<file path="src/rtl/call_stack_param_if.sv">
// Bus bundle for call_stack_param: push/pop controls, push data, and top-of-stack/status outputs.
// The stack itself is the slave; the control path driving it is the master.
interface call_stack_param_if #(
    parameter int PC_W    = 9,
    parameter int FLAGS_W = 4,
    parameter int DEPTH   = 5
);
    localparam int CW = $clog2(DEPTH + 1);

    logic               push_en;
    logic               pop_en;
    logic               err_clr;
    logic [PC_W-1:0]    in_pc;
    logic [FLAGS_W-1:0] in_flags;
    logic [PC_W-1:0]    out_pc;
    logic [FLAGS_W-1:0] out_flags;
    logic [CW-1:0]      count;
    logic               empty;
    logic               full;
    logic               overflow;
    logic               underflow;

    modport master (
        output push_en, pop_en, err_clr, in_pc, in_flags,
        input  out_pc, out_flags, count, empty, full, overflow, underflow
    );

    modport slave (
        input  push_en, pop_en, err_clr, in_pc, in_flags,
        output out_pc, out_flags, count, empty, full, overflow, underflow
    );
endinterface

</file>
<file path="src/rtl/call_stack_param.sv">
// Parametrised return-address stack of {PC, flags} pairs with full-policy select,
// count/full/empty status and sticky overflow/underflow flags.
module call_stack_param #(
    parameter int PC_W      = 9,
    parameter int FLAGS_W   = 4,
    parameter int DEPTH     = 5,
    parameter int WRAP_MODE = 0
) (
    input  logic              clk,
    input  logic              rst,
    call_stack_param_if.slave bus
);
    localparam int CW = $clog2(DEPTH + 1);
    localparam int PW = $clog2(DEPTH);
    localparam int EW = PC_W + FLAGS_W;

    logic [EW-1:0] mem [DEPTH];
    logic [PW-1:0] top_ptr;
    logic [PW-1:0] top_inc;
    logic [PW-1:0] top_dec;
    logic [PW-1:0] top_nxt;
    logic [PW-1:0] wr_addr;
    logic [CW-1:0] cnt;
    logic [CW-1:0] cnt_nxt;
    logic          ovf;
    logic          unf;
    logic          ovf_evt;
    logic          unf_evt;
    logic          wr_en;
    logic          is_empty;
    logic          is_full;

    assign is_empty = (cnt == '0);
    assign is_full  = (cnt == CW'(DEPTH));
    assign top_inc  = (top_ptr == PW'(DEPTH - 1)) ? '0 : top_ptr + 1'b1;
    assign top_dec  = (top_ptr == '0) ? PW'(DEPTH - 1) : top_ptr - 1'b1;

    // Push+pop on an empty stack falls through to the plain-push branch.
    always_comb begin
        wr_en   = 1'b0;
        wr_addr = top_inc;
        top_nxt = top_ptr;
        cnt_nxt = cnt;
        ovf_evt = 1'b0;
        unf_evt = 1'b0;
        if (bus.push_en && bus.pop_en && !is_empty) begin
            wr_en   = 1'b1;
            wr_addr = top_ptr;
        end else if (bus.push_en) begin
            if (!is_full) begin
                wr_en   = 1'b1;
                top_nxt = top_inc;
                cnt_nxt = cnt + 1'b1;
            end else begin
                ovf_evt = 1'b1;
                if (WRAP_MODE != 0) begin
                    wr_en   = 1'b1;
                    top_nxt = top_inc;
                end
            end
        end else if (bus.pop_en) begin
            if (!is_empty) begin
                top_nxt = top_dec;
                cnt_nxt = cnt - 1'b1;
            end else begin
                unf_evt = 1'b1;
            end
        end
    end

    always_ff @(posedge clk) begin
        if (rst) begin
            top_ptr <= '0;
            cnt     <= '0;
            ovf     <= 1'b0;
            unf     <= 1'b0;
        end else begin
            top_ptr <= top_nxt;
            cnt     <= cnt_nxt;
            ovf     <= ovf_evt | (ovf & ~bus.err_clr);
            unf     <= unf_evt | (unf & ~bus.err_clr);
        end
    end

    always_ff @(posedge clk) begin
        if (wr_en && !rst) begin
            mem[wr_addr] <= {bus.in_pc, bus.in_flags};
        end
    end

    assign bus.out_pc    = is_empty ? '0 : mem[top_ptr][EW-1:FLAGS_W];
    assign bus.out_flags = is_empty ? '0 : mem[top_ptr][FLAGS_W-1:0];
    assign bus.count     = cnt;
    assign bus.empty     = is_empty;
    assign bus.full      = is_full;
    assign bus.overflow  = ovf;
    assign bus.underflow = unf;
endmodule

</file>
<file path="src/flat_wrapper.sv">
// flat-port wrapper written by rule: the top's interface ports become plain ports
module call_stack_param_flat 
#(
    parameter int PC_W      = 9,
    parameter int FLAGS_W   = 4,
    parameter int DEPTH     = 5,
    parameter int WRAP_MODE = 0
)
  (clk, rst, bus_push_en, bus_pop_en, bus_err_clr, bus_in_pc, bus_in_flags, bus_out_pc, bus_out_flags, bus_count, bus_empty, bus_full, bus_overflow, bus_underflow);
  call_stack_param_if #(.PC_W(PC_W), .FLAGS_W(FLAGS_W), .DEPTH(DEPTH)) bus_i ();
  input  logic clk;
  input  logic rst;
  input wire logic [$bits(bus_i.push_en)-1:0] bus_push_en;
  input wire logic [$bits(bus_i.pop_en)-1:0] bus_pop_en;
  input wire logic [$bits(bus_i.err_clr)-1:0] bus_err_clr;
  input wire logic [$bits(bus_i.in_pc)-1:0] bus_in_pc;
  input wire logic [$bits(bus_i.in_flags)-1:0] bus_in_flags;
  output wire logic [$bits(bus_i.out_pc)-1:0] bus_out_pc;
  output wire logic [$bits(bus_i.out_flags)-1:0] bus_out_flags;
  output wire logic [$bits(bus_i.count)-1:0] bus_count;
  output wire logic [$bits(bus_i.empty)-1:0] bus_empty;
  output wire logic [$bits(bus_i.full)-1:0] bus_full;
  output wire logic [$bits(bus_i.overflow)-1:0] bus_overflow;
  output wire logic [$bits(bus_i.underflow)-1:0] bus_underflow;
  assign bus_i.push_en = bus_push_en;
  assign bus_i.pop_en = bus_pop_en;
  assign bus_i.err_clr = bus_err_clr;
  assign bus_i.in_pc = bus_in_pc;
  assign bus_i.in_flags = bus_in_flags;
  assign bus_out_pc = bus_i.out_pc;
  assign bus_out_flags = bus_i.out_flags;
  assign bus_count = bus_i.count;
  assign bus_empty = bus_i.empty;
  assign bus_full = bus_i.full;
  assign bus_overflow = bus_i.overflow;
  assign bus_underflow = bus_i.underflow;
  call_stack_param #(.PC_W(PC_W), .FLAGS_W(FLAGS_W), .DEPTH(DEPTH), .WRAP_MODE(WRAP_MODE)) u_core (.clk(clk), .rst(rst), .bus(bus_i));
endmodule
</file>
<file path="config.mk">
export PLATFORM = sky130hd
export DESIGN_NAME = call_stack_param_flat
export DESIGN_NICKNAME = d
export VERILOG_FILES = /design/src/rtl/call_stack_param_if.sv /design/src/rtl/call_stack_param.sv /design/src/flat_wrapper.sv
export SDC_FILE = /design/constraint.sdc
export NUM_CORES = 1
export LEC_CHECK = 0
export CAP_MARGIN = 10
export CORE_MARGIN = 4
export CORE_UTILIZATION = 55
export CTS_CLUSTER_DIAMETER = 200
export DETAILED_ROUTE_END_ITERATION = 12
export PLACE_DENSITY = 0.78
export SYNTH_ARGS = -nofsm -noshare
export SYNTH_HDL_FRONTEND = slang
export SYNTH_SLANG_ARGS = --single-unit
</file>
<file path="constraint.sdc">
create_clock -name clk -period 3.6 [get_ports clk]
set_input_delay 1.08 -clock clk [delete_from_list [all_inputs] [get_ports clk]]
set_output_delay 1.08 -clock clk [all_outputs]
set_load 0.05 [all_outputs]
</file>
==> Yosys cells after proc, flatten, opt, wreduce, memory -nomap -nowiden <==
Memories as Yosys holds them, arrays and structs flattened. A register that Yosys moved wholly into a read port is not among the register bits.
Cells that the tools add are included.
Widths: inputs -> output; s select.
{ "classes": {"n_addsub": 4, "multipliers": 0, "n_div": 0, "n_lt_le_gt_ge": 0, "n_eq_ne": 4, "shift": 0, "mux": 27, "bitwise_logic": 6, "reduce_logical": 9} }
{ "ops": {"columns": ["op", "n"], "rows": [
  ["$mux 3", 13],
  ["$mux 1", 12],
  ["$mux 9", 1],
  ["$add 3x1->3 const B", 2],
  ["$eq 3x3->1 const B", 2],
  ["$logic_not 3->1", 2],
  ["$sub 3x1->3 const B", 2],
  ["$mux 4", 1],
  ["$ne 2x2->1 const B", 2],
  ["$reduce_and 4->1", 1],
  ["$logic_and 1x1->1", 3],
  ["$and 1x1->1", 2],
  ["$logic_not 1->1", 2],
  ["$not 1->1", 2],
  ["$or 1x1->1", 2],
  ["$reduce_bool 2->1", 1]
]} }
{ "word_totals": {"ff_bits": 8, "latch_bits": 0, "ramBits": 65, "rom_bits": 0, "inputBits": 18, "output_inout_bits": 20, "word_cells": 55, "n_memories": 1} }
{ "memory_table": {"columns": ["name", "words", "word_bits", "read_ports", "rd_clocked_by_memory_dff", "write_ports", "line_no", "rtl"], "rows": [
  ["u_core.mem", 5, 13, 1, 1, 1, "call_stack_param.sv:17", "logic [EW-1:0] mem [DEPTH];"]
]} }

==> Logic depth before layout (Yosys ltp) <==
{ "depth": {"word_depth": 7, "depth_mapped": 7, "depth_no_buf": 6} }

==> Worst setup path after synthesis <==
Ideal clock, no wire load.
{ "synth_path": {"path_kind": "input to register", "from": "in bus_push_en", "to": "mem u_core.mem[1][0] in the netlist's numbering, enable pin", "setup_ns": 0.405, "arrival_time_ns": 2.822, "t_required_ns": 3.195, "setup_slack_ns": 0.373, "cell_stages": 4, "n_path_buf": 1, "cell_sequence": "buf_2 nand3b_4 or3_1 o32ai_1"} }
{ "synth_via": {"elab_chain_len": 6, "word_cells_on_any_way": 8, "classes_between": "mux (5); reduce/logical (3)"} }
{ "synth_rtl": {"columns": ["element", "line_no", "rtl"], "rows": [
  ["from (decl)", "flat_wrapper.sv:13", "input wire logic [$bits(bus_i.push_en)-1:0] bus_push_en;"],
  ["$logic_and 1x1->1 (2 in series)", "call_stack_param.sv:46", "if (bus.push_en && bus.pop_en && !is_empty) begin"],
  ["$mux 1", "call_stack_param.sv:46", null],
  ["$logic_and 1x1->1", "call_stack_param.sv:86", "if (wr_en && !rst) begin"],
  ["$mux 1", "call_stack_param.sv:86", null],
  ["$mux 1 (implied by the code)", "call_stack_param.sv:87", "mem[wr_addr] <= {bus.in_pc, bus.in_flags};"],
  ["to (decl)", "call_stack_param.sv:17", null]
]} }
Several ways; a longest one is shown, not always the timed one.

==> Worst setup path in the final report <==
{ "layout_path": {"from": "reg u_core.cnt[2], in the netlist u_core.bus.count[2]", "to": "out bus_full"} }
{ "layout_via": {"elab_chain_len": 1} }
{ "layout_rtl": {"columns": ["element", "line_no", "rtl"], "rows": [
  ["from (decl)", "call_stack_param.sv:23", "logic [CW-1:0] cnt;"],
  ["from (signal assigned)", "call_stack_param.sv:79", "cnt <= cnt_nxt;"],
  ["$eq 3x3->1", "call_stack_param.sv:34", "assign is_full = (cnt == CW'(DEPTH));"],
  ["to (decl)", "flat_wrapper.sv:22", "output wire logic [$bits(bus_i.full)-1:0] bus_full;"]
]} }
No other way between the ends.

==> results.toml <==
[placed_design]
gp_congestion = 0.9401
post_dp_cell_area_sq_um = 3751
dp_hpwl_mm = 4.064
io_buffer_count = 37
place_ws_ns = 0.4863
place_inst = 318

[synthesis]
yosys-top-cells-count = "65 x edfxtp_1, 18 x nor2_1, 16 x mux2i_1, 13 x mux4_2, 11 x dfxtp_1"
syn_area_sq_um = 3319
synthTopCellsByArea = "edfxtp_1 59%, mux4_2 8.8%, dfxtp_1 6.6%"
synth.top_cell.area_share = 0.5880
synthFlopType = "edfxtp_1"
yosysMostFrequentCell = "edfxtp_1"
async_flop_share = 0
synth_fp_nets = 231
postSynthAreaPerCell_sq_um = 15.88
synth_edf_count = 65
yosysWarnings = 0
synth_top_area_cell = "edfxtp_1"
syn_inst = 209
seq_area_frac_synth = 0.6544
synth_seq_cells = 76
yosys.cell_types.count = 43

[worst_setup_path]
startpoint_type = "flop"
path_cells = "nand3b_1 -> inv_1 -> clkdlybuf4s50_1"
critPathKind = "flop to output port"
worstSetupEndpointType = "output port"
critical_path.max_fanout = 12
cp_slowest_cell = "clkdlybuf4s50_1"
cp_data_arrival_time_ns = 2.12
critPathMaxStageDelay_ns = 0.80
critPathRequiredTime_ns = 2.52
r2r_slack_ns = 1.25

[timing]
finalSetupViolCount = 0
hold_viol_final = 0
rsz0062_at_grt = "no"
tns_ns = 0
finalMaxSlewViolations = 0
fin_crit_sh = 0.8889
relSlewSlack = 0.4609
max_freq_ghz = 0.3125
clock_skew_ns = 0.01200
min_period_ns = 3.200
timing.final.ws_setup_ns = 0.4001
worstMarginPinSlew_ns = 0.8075

[clock_tree]
cts_root_buffer = "clkbuf_8"
clkTransAtPathRegs_ns = 0.08
cts_resized = 0
clock-sinks = 76
cts_tree = "done"
clk-insertion-delay-late_ns = 0.34
cts_buffers = 9
cts_max_path_buffers = 2
postCtsHoldBufs = 0
cts_setup_buffers = 0
cts_max_level = 3

[finish]
final_nets = 276
finalNonFillerCells = 334
areaGrowthSynthToFinish_pct = 18.43
layout-drive-gt1-share = 0.2394
multi_input_area_sq_um = 1050
diodes = 0
regArea_sq_um = 2172
fill_cells = 432
final_area_sq_um = 3931

[die]
dieArea_sq_um = 7342
chipWidth_um = 85.69
ios = 38
row_count = 28
die_h_um = 85.69
start_util = 0.5640
core-area_sq_um = 5886

[run_status]
outcome = "finished clean"

[route]
wire_per_inst_um = 17.87
post_drt_via_cell_ratio = 5.635
drt_iter0_drc = 127
drc_errors = 0
totalWireLength_mm = 5.970
vias = 1882
first_pass_iters = 4
drtAntennaViolNets = 0

[global_route]
antenna_found_initial = 0
grt_pass1_wl_mm = 9.908
gr-total-overflow = 0
grt_pass1_vias = 1966
grtUsageTotal = 0.1792
grt_start_max_net_pins = 18

[power_and_ir_drop]
p_leak_nw = 1.333
power_density_nw_per_um2 = 678.7
vdd_drop_max_v = 0.0004035

[job]
cap_viol_max_count = 0

[hold_path]
min_path_type = "flop to flop"
## state kept, by name, summed over array words and instances (netlist names), named ones only
| register | cells |
|---|---|
| u_core.top_ptr | 3 |
| u_core.bus.overflow | 1 |
| u_core.bus.underflow | 1 |
| u_core.mem | 65 |
| u_core.bus.count | 3 |
## path summary, 6_finish.rpt
path                             start              endpoint  cells past startpoint
hold / removal    u_core.bus.underflow  u_core.bus.underflow                      2
setup / recovery   u_core.bus.count[2]              bus_full                      3
setup reg to reg   u_core.bus.count[2]      u_core.mem[1][0]                      6
hold reg to reg   u_core.bus.underflow  u_core.bus.underflow                      2
## critical path: cells and delay by family (launching register included)
| family | cells | cell delay (ns) |
|---|---|---|
| DFF | 1 | 0.67 |
| and+or+nand+nor | 1 | 0.20 |
| buffers and inverters | 2 | 0.91 |
## through the flow
stage	hold slack, ns	utilization	power (mW)
after floorplan	0.5230	-	1.841
after global placement	0.4671	0.6373	2.091
after detailed placement	0.4619	0.6373	2.113
after CTS	0.4754	0.6679	2.691
after global routing	0.5161	0.6679	2.810
final	0.4723	0.6679	2.668
## cell type report
class                   instances  area share
clock inverters                 7     0.01432
flip-flops and latches         76      0.5525
multi-input cells             114      0.2670
inverters                       6    0.005729
clock buffers                   9     0.03151
repair buffers                 47      0.1050
well taps                      75     0.02387
## power breakdown
group	leakage (nW)	switching [mW]	internal (mW)
Clock	0.0910	0.322	0.260
Sequential	0.679	0.0949	1.04
Combinational	0.562	0.586	0.362
## cells by family after synthesis
logic type,count (synthesis),share of synthesized area
buffers and inverters,19,0.03392
muxes,30,0.1398
adders and majority gates,4,0.01734
and+or+nand+nor,52,0.08632
DFF,76,0.6544
xor gates and xnor gates,2,0.005278
AOI/OAI and AO/OA,26,0.06295
## routing by layer
| layer | global-route usage | wire (um) |
|---|---|---|
| met1 | 0.2397 | 2493 |
| met2 | 0.2931 | 3083 |
| met3 | 0.03362 | 313 |
| met4 | 0.06906 | 80 |
| met5 | 0 | 0 |
## cells in the final DEF (no fill, tap or decap), types with 2 or more instances in the layout
master,synthesis,final
mux2i_1,16,16
a21o_1,2,2
a21oi_1,7,7
edfxtp_1,65,65
or3_1,3,3
nand2b_1,6,6
xnor2_1,2,2
ha_1,3,3
inv_1,6,6
nand2_1,3,3
inv_6,0,4
dfxtp_1,11,11
buf_4,2,23
nand3_1,8,8
mux4_2,13,13
nor3_1,3,3
clkdlybuf4s50_1,0,24
o32ai_2,0,2
nor2b_1,4,4
a221o_1,2,2
nor2_1,18,18
clkbuf_8,0,9
o21ai_0,2,2
Power figures use the tool's default switching activity.
